<file path="src/rtl/intr_ctrl.sv">
// intr_ctrl: memory-mapped interrupt controller. It merges N_SRC edge-triggered
// sources onto the single MCU INTR line. The controller uses fixed priority,
// enables each source separately, needs a software ACK, and then forces a
// holdoff gap before INTR can rise again.

// Per-source slice: it detects a rising edge and keeps the sticky pending bit.
module intr_src_slice (
  input  logic clk_i,
  input  logic rst_i,
  input  logic irq_i,
  input  logic clr_i,
  output logic pend_o
);
  logic irq_q, pend_q, pend_d;

  // A new edge wins over a same-cycle clear (W1C or ACK).
  assign pend_d = (irq_i & ~irq_q) | (pend_q & ~clr_i);
  assign pend_o = pend_q;

  // Remember the previous request level and the pending state.
  always_ff @(posedge clk_i) begin
    if (rst_i) begin
      irq_q  <= 1'b0;
      pend_q <= 1'b0;
    end else begin
      irq_q  <= irq_i;
      pend_q <= pend_d;
    end
  end
endmodule

module intr_ctrl #(
  parameter int          N_SRC     = 4,
  parameter logic [31:0] BASE_ADDR = 32'h1100E000,
  parameter int          HOLDOFF   = 8
) (
  input  logic             CLK,
  input  logic             RESET,
  input  logic [N_SRC-1:0] IRQ_IN,
  input  logic [31:0]      IOBUS_ADDR,
  input  logic [31:0]      IOBUS_OUT,
  input  logic             IOBUS_WR,
  output logic [31:0]      RDATA,
  output logic             HIT,
  output logic             INTR
);
  typedef enum logic [1:0] {S_IDLE, S_ASSERT, S_HOLD} state_e;

  // The ACK transition loads HOLDOFF-1. Because HOLD leaves straight to ASSERT,
  // INTR stays low for exactly HOLDOFF cycles.
  localparam logic [7:0] HOLD_LOAD = 8'(HOLDOFF - 1);

  state_e           state_q;
  logic [7:0]       cnt_q;
  logic             intr_q;
  logic [N_SRC-1:0] en_q;
  logic [N_SRC-1:0] pend;
  logic [N_SRC-1:0] clr_vec;
  logic [N_SRC-1:0] act_vec;
  logic             active;
  logic [3:0]       cause_idx;
  logic [1:0]       off;
  logic             we, en_wr, w1c_wr, ack_wr;
  logic [3:0]       ack_id;
  logic [31:0]      rdata;
  logic             unused_wdata;

  // Decode the window. Only word-aligned addresses inside the 16-byte block hit.
  assign HIT    = (IOBUS_ADDR[31:4] == BASE_ADDR[31:4]) && (IOBUS_ADDR[1:0] == 2'b00);
  assign off    = IOBUS_ADDR[3:2];
  assign we     = IOBUS_WR & HIT;
  assign en_wr  = we && (off == 2'd0);
  assign w1c_wr = we && (off == 2'd1);
  assign ack_wr = we && (off == 2'd3);
  assign ack_id = IOBUS_OUT[3:0];

  assign unused_wdata = ^IOBUS_OUT;

  assign act_vec = pend & en_q;
  assign active  = |act_vec;

  // Build the clear mask. An ACK id beyond N_SRC matches no slice.
  always_comb begin
    clr_vec = '0;
    for (int i = 0; i < N_SRC; i++) begin
      clr_vec[i] = (w1c_wr & IOBUS_OUT[i]) | (ack_wr && (ack_id == 4'(i)));
    end
  end

  // Find the lowest-index enabled pending source.
  always_comb begin
    cause_idx = 4'd0;
    for (int i = N_SRC - 1; i >= 0; i--) begin
      if (act_vec[i]) cause_idx = 4'(i);
    end
  end

  // Read mux: returns zero when the window is not hit and for the ACK register.
  always_comb begin
    rdata = '0;
    if (HIT) begin
      case (off)
        2'd0: rdata[N_SRC-1:0] = en_q;
        2'd1: rdata[N_SRC-1:0] = pend;
        2'd2: begin
          rdata[31]  = active;
          rdata[3:0] = cause_idx;
        end
        default: rdata = '0;
      endcase
    end
  end
  assign RDATA = rdata;

  genvar g;
  generate
    for (g = 0; g < N_SRC; g++) begin : g_src
      intr_src_slice u_src (
        .clk_i  (CLK),
        .rst_i  (RESET),
        .irq_i  (IRQ_IN[g]),
        .clr_i  (clr_vec[g]),
        .pend_o (pend[g])
      );
    end
  endgenerate

  // ENABLE register.
  always_ff @(posedge CLK) begin
    if (RESET)      en_q <= '0;
    else if (en_wr) en_q <= IOBUS_OUT[N_SRC-1:0];
  end

  // INTR handshake FSM with a registered INTR output.
  always_ff @(posedge CLK) begin
    if (RESET) begin
      state_q <= S_IDLE;
      cnt_q   <= 8'd0;
      intr_q  <= 1'b0;
    end else begin
      case (state_q)
        S_IDLE: begin
          if (active) begin
            state_q <= S_ASSERT;
            intr_q  <= 1'b1;
          end
        end
        S_ASSERT: begin
          if (ack_wr) begin
            state_q <= S_HOLD;
            cnt_q   <= HOLD_LOAD;
            intr_q  <= 1'b0;
          end else if (!active) begin
            state_q <= S_IDLE;
            intr_q  <= 1'b0;
          end
        end
        S_HOLD: begin
          if (cnt_q != 8'd0) begin
            cnt_q <= cnt_q - 8'd1;
          end else if (active) begin
            state_q <= S_ASSERT;
            intr_q  <= 1'b1;
          end else begin
            state_q <= S_IDLE;
          end
        end
        default: begin
          state_q <= S_IDLE;
          intr_q  <= 1'b0;
        end
      endcase
    end
  end

  assign INTR = intr_q;
endmodule

</file>
<file path="config.mk">
export PLATFORM = sky130hd
export DESIGN_NAME = intr_ctrl
export DESIGN_NICKNAME = d
export VERILOG_FILES = /design/src/rtl/intr_ctrl.sv
export SDC_FILE = /design/constraint.sdc
export NUM_CORES = 1
export LEC_CHECK = 0
export ABC_AREA = 0
export BUFFER_PORTS_ARGS = -buffer_cell sky130_fd_sc_hd__buf_2
export CAP_MARGIN = 20
export CORE_MARGIN = 4
export CORE_UTILIZATION = 43
export CTS_CLUSTER_DIAMETER = 150
export CTS_CLUSTER_SIZE = 25
export DETAILED_ROUTE_END_ITERATION = 7
export PLACE_DENSITY = 0.78
export SYNTH_ARGS = -nofsm -noshare
export SYNTH_HDL_FRONTEND = slang
export SYNTH_SLANG_ARGS = --single-unit
</file>
<file path="constraint.sdc">
create_clock -name CLK -period 2.79 [get_ports CLK]
set_clock_uncertainty 0.1 [all_clocks]
set_input_delay 0.6975 -clock CLK [delete_from_list [all_inputs] [get_ports CLK]]
set_output_delay 0.6975 -clock CLK [all_outputs]
set_load 0.005 [all_outputs]
</file>
Word-level counts from Yosys, hierarchy flattened
Index checks and enable logic that the tools add are counted.
{"block": "classes", "add_sub_neg": 1, "eq_ne": 14, "mux": 21, "bitwise_logic": 30, "reduce_logical": 18}
{"op": "$mux W32", "n": 1}
{"op": "$eq A28 B25 Y1 const B", "n": 1}
{"op": "$mux W8", "n": 2}
{"op": "$pmux W8 S2", "n": 1}
{"op": "$and A1 B1 Y1", "n": 13}
{"op": "$mux W4", "n": 3}
{"op": "$pmux W4 S3", "n": 1}
{"op": "$mux W2", "n": 5}
{"op": "$eq A4 B2 Y1 const B", "n": 2}
{"op": "$logic_and A1 B1 Y1", "n": 8}
{"op": "$ne A2 B2 Y1 const B", "n": 4}
{"op": "$not A1 Y1", "n": 8}
{"op": "$or A1 B1 Y1", "n": 8}
{"op": "$reduce_bool A8 Y1", "n": 1}
{"op": "$sub A8 B1 Y8 const B", "n": 1}
{"op": "$eq A2 B2 Y1 const B", "n": 3}
{"op": "$logic_not A2 Y1", "n": 3}
{"op": "$mux W1", "n": 6}
{"op": "$pmux W2 S3", "n": 1}
{"op": "$reduce_and A3 Y1", "n": 2}
{"op": "$and A4 B4 Y4", "n": 1}
{"op": "$eq A2 B1 Y1 const B", "n": 2}
{"op": "$eq A4 B1 Y1 const B", "n": 1}
{"op": "$logic_not A4 Y1", "n": 1}
{"op": "other kinds (5)", "n": 5}
{"block": "totals", "regBits": 23, "elab_cells": 96}

Logic depth before layout (Yosys ltp)
{"block": "logic_depth", "ltp_word": 9, "depth_mapped": 6}

By module
From an unflattened synthesis, not the netlist that was laid out.
{"block": "hier_totals", "cells_unflattened": 179, "hier_area_um2": 1485.2}
{"mod": "intr_ctrl", "instances": 1, "cells_per_inst": 155, "area_per_inst_um2": 1214.9, "seq_area_each_um2": 300.3}
{"mod": "intr_src_slice", "instances": 4, "cells_per_inst": 6, "area_per_inst_um2": 67.6, "seq_area_each_um2": 40.0}

Worst setup path before layout
OpenSTA, ideal clock, no wires.
{"block": "synth_timing", "kind": "input to output", "start": "in IOBUS_ADDR[22]", "end": "out RDATA[31]", "arrival_time_ns": 1.943, "required_time_ns": 1.992, "slack_ns": 0.050, "cell_stages": 5, "cell_sequence": "nor4b_4 > nand4_4 > or3_1 > buf_2 > nor4b_4"}
{"block": "synth_between", "elab_chain_len": 3}
{"item": "start, declared", "line_no": "40", "text": "input logic [31:0] IOBUS_ADDR,"}
{"item": "$eq A28 B25 Y1", "line_no": "69", "text": "assign HIT = (IOBUS_ADDR[31:4] == BASE_ADDR[31:4]) && (IOBUS_ADDR[1:0] == 2'b00);"}
{"item": "$logic_and A1 B1 Y1", "line_no": "69"}
{"item": "$mux W32", "line_no": "101", "text": "if (HIT) begin"}
{"item": "end, declared", "line_no": "43", "text": "output logic [31:0] RDATA,"}
Every way passes these cells.

Final worst setup path
{"block": "layout_timing", "start": "in IOBUS_ADDR[7]", "end": "out RDATA[31]"}
The elaborated chain is that of the path after synthesis.

==> flow_metrics.py <==
metrics = {
    "floorplanning": {
        "num_rows": 22,
        "start_util": 0.454,
        "placeableCoreArea_mm2": 0.00374,
        "dieWidth_um": 70.8,
        "dieArea_mm2": 0.00502,
        "io_pins": 105,
        "dieHeight_um": 70.8,
    },
    "cts": {
        "holdBufCountCts": 0,
        "clock_latency_ns": 0.27,
        "root_buffer": "clkbuf_8",
        "tritoncts": "built",
        "cts_buffer_depth": 2,
        "clock-sinks": 23,
        "cts.clk_slew.worst_paths_ns": 0.08,
        "numCtsBuffers": 3,
        "htreeDepth": 1,
    },
    "worst_setup_path": {
        "endpoint": "RDATA[31]",
        "start_kind": "primary input",
        "required_ns": 1.99,
        "rr_worst_depth": 6,
        "path_delay_family": "simple AND/OR/NAND/NOR gates",
        "path_depth": 7,
        "rrSetupSlack_ns": 0.91,
        "path_buf_inv": 3,
        "worstPathCellList": "buf_6, nor4_4, buf_4, nand2_4, or3_4, nor4b_4, buf_2",
        "worstSetupPathType": "primary input to output pin",
        "cp.arrival_ns": 2.03,
        "worstReg2RegEnd": "cnt_q[4]",
        "crit_fanout": 6,
        "end_kind": "output pin",
        "startpoint": "IOBUS_ADDR[7]",
        "reg2reg_from": "cnt_q[0]",
        "crit_path_max_incr_delay_ns": 0.44,
        "slowest_stage": "or3_4",
    },
    "logic_synthesis": {
        "synth_area_mm2": 0.00170,
        "ys_top_cells_by_area": "dfxtp_1 27%, buf_4 12%, nor4b_4 5.6%",
        "synth.distinct_cells": 47,
        "synth_compound_area_frac": 0.181,
        "synth_seq_cells": 23,
        "synth-simple-area-share": 0.324,
        "synth_top_area_share": 0.271,
        "synth_edf_count": 0,
        "synth_ff_type": "dfxtp_1",
        "synth_top_family_by_area": "simple AND/OR/NAND/NOR gates",
        "netlist_top_cells_count": "27 x buf_4, 23 x dfxtp_1, 18 x nand2_1, 10 x a21oi_1, 10 x nor2b_1",
        "synthCells": 192,
        "synth.mux.area_fraction": 0.0413,
        "synth_seq_area_share": 0.271,
        "yosys.area_share.xor_xnor": 0.0155,
        "synth_adder_area_share": 0.0147,
        "synth_warnings": 0,
        "yosysTopAreaCell": "dfxtp_1",
        "yosysMostFrequentCell": "buf_4",
        "synthArstFlopShare": 0,
        "postSynthAreaPerCell_um2": 8.84,
    },
    "power_and_ir_drop": {
        "pwr-share-clk": 0.326,
        "internal_power_mw": 0.482,
        "comb_power_share": 0.154,
        "p_sw_mw": 0.174,
        "swShare": 0.265,
        "power_mw": 0.656,
        "p_seq_frac": 0.520,
        "p_leak_nw": 0.870,
        "power_density_mw_per_mm2": 322,
        "ir_worst_vdd_mv": 0.161,
    },
    "route": {
        "route.detailed.drc": 0,
        "totalWireLength_um": 3810,
        "first_iter_violations": 98,
        "viasPerCell": 5.01,
        "postRouteAntennaNets": 0,
        "wl_per_cell_um": 13.0,
        "vias": 1472,
        "first_pass_iters": 4,
    },
    "placement": {
        "gp_congestion": 0.829,
        "portBuffers": 49,
        "dp_hpwl_um": 3030,
    },
    "global_routing": {
        "grt.overflow.total": 0,
        "grt_usage": 0.145,
        "grt_pass1_wl_um": 6050,
        "antenna_found_initial": 0,
        "grt_pass1_vias": 1386,
        "grt_start_max_net_pins": 16,
    },
    "cells_and_area": {
        "fin_nets": 320,
        "fillCellCount": 349,
        "synthToLayoutAreaGrowth_pct": 19.7,
        "num_antenna_cells": 0,
        "register_area_um2": 460,
        "final_core_util": 0.543,
        "final_layout_size_suffix_gt1_frac": 0.341,
        "multi_input_area_mm2": 0.00111,
    },
    "flow_run": {
        "maxCapViolations": 0,
    },
    "sta": {
        "setup_ws_ns": -0.0351,
        "min_period_ns": 2.83,
        "finalHoldViolCount": 0,
        "maxSlewViolCount": 0,
        "layout_worst_path_cycle_share": 1.01,
        "worstMarginPinSlew_ns": 0.581,
        "setup_viol": 1,
        "relSlewSlack": 0.611,
        "timing.fmax_mhz": 354,
        "rsz0062_at_grt": "true",
    },
    "hold_path": {
        "holdPathStages": 2,
        "hold_class": "register to register",
    },
    "run_status": {
        "violations": "setup timing",
        "outcome": "complete, but fails checks",
    },
}
==> routing by layer <==
metal,global-route usage,share of wire,wire [um],up-vias
met4,0.0585,0.015,58,0
met1,0.165,0.40,1520,660
met3,0.0341,0.11,407,4
li1,-,-,-,743
met2,0.257,0.48,1820,65
met5,0,0,0,-
==> power by group through the flow <==
stage,combinational (mW),sequential (mW),clock [mW]
2_1_floorplan,0.0766,0.347,0
4_1_cts,0.0965,0.341,0.215
5_1_grt,0.111,0.342,0.229
3_5_place_dp,0.0942,0.349,0
6_report,0.101,0.341,0.213
3_3_place_gp,0.0922,0.348,0
==> worst reg2reg max path: stages (launching register included) <==
cell	delay [ns]
dfxtp_1	0.42
inv_1	0.09
ha_1	0.24
nor2b_1	0.19
a2111oi_0	0.52
xnor2_1	0.17
nor2_1	0.05
==> layout make-up <==
| class | instances | area share |
|---|---|---|
| clock buffer | 3 | 0.0203 |
| clock inverter | 1 | 0.00369 |
| timing repair buffer | 57 | 0.158 |
| inverter | 8 | 0.0148 |
| sequential | 23 | 0.226 |
| tap | 48 | 0.0295 |
| multi-input combinational | 154 | 0.547 |
==> kinds of logic (layout without fill, tap and decap cells) <==
logic type | Yosys count | in the layout
compound gates | 40 | 40
xor+xnor | 3 | 3
fa+ha+maj | 2 | 2
buf+inv | 41 | 69
flops | 23 | 23
mux | 7 | 7
other cells | 1 | 27
simple gates | 75 | 75
==> through the flow <==
step	setup WS (ns)	instances	setup TNS (ns)	cell area, um2	hold slack (ns)
3_3_place_gp	-0.197	289	-0.806	1930	0.370
5_1_grt	-0.129	294	-0.142	2030	0.421
3_5_place_dp	-0.193	289	-0.758	1930	0.376
4_1_cts	-0.0591	293	-0.0591	2000	0.389
2_1_floorplan	0.0498	218	0	1800	0.358
6_report	-0.0351	294	-0.0351	2030	0.392
==> flip-flops by register name, indices dropped and copies added, names as in the netlist <==
| name | flops |
|---|---|
| cnt_q | 8 |
| en_q | 4 |
| g_src.u_src.irq_q | 4 |
| g_src.u_src.pend_o | 4 |
| state_q | 2 |
| INTR | 1 |
==> cell usage in the layout, fill, tap and decap left out, types with 8 or more instances in the layout <==
master / netlist / final
nand2_1: 18 / 17
dfxtp_1: 23 / 23
nor2b_1: 10 / 10
buf_2: 1 / 47
a21oi_1: 10 / 10
nor2_1: 8 / 8
nand3_1: 8 / 8
conb_1: 1 / 27
==> repair_timing <==
action,CTS,global route
endpoints found under the setup margin,6,6
pin swaps,5,1
gates resized for setup,4,6
setup buffers,0,1
==> how the worst min path moves through the flow <==
| stage | endpoint | slack (ns) | from |
|---|---|---|---|
| floorplan | en_q[0] | 0.36 | en_q[0] |
| global placement | en_q[0] | 0.37 | en_q[0] |
| detailed placement | en_q[0] | 0.38 | en_q[0] |
| CTS | en_q[0] | 0.39 | en_q[0] |
| global route | en_q[3] | 0.42 | en_q[3] |
| finish | en_q[0] | 0.39 | en_q[0] |
Note: power is estimated with default switching activity, not from simulation.
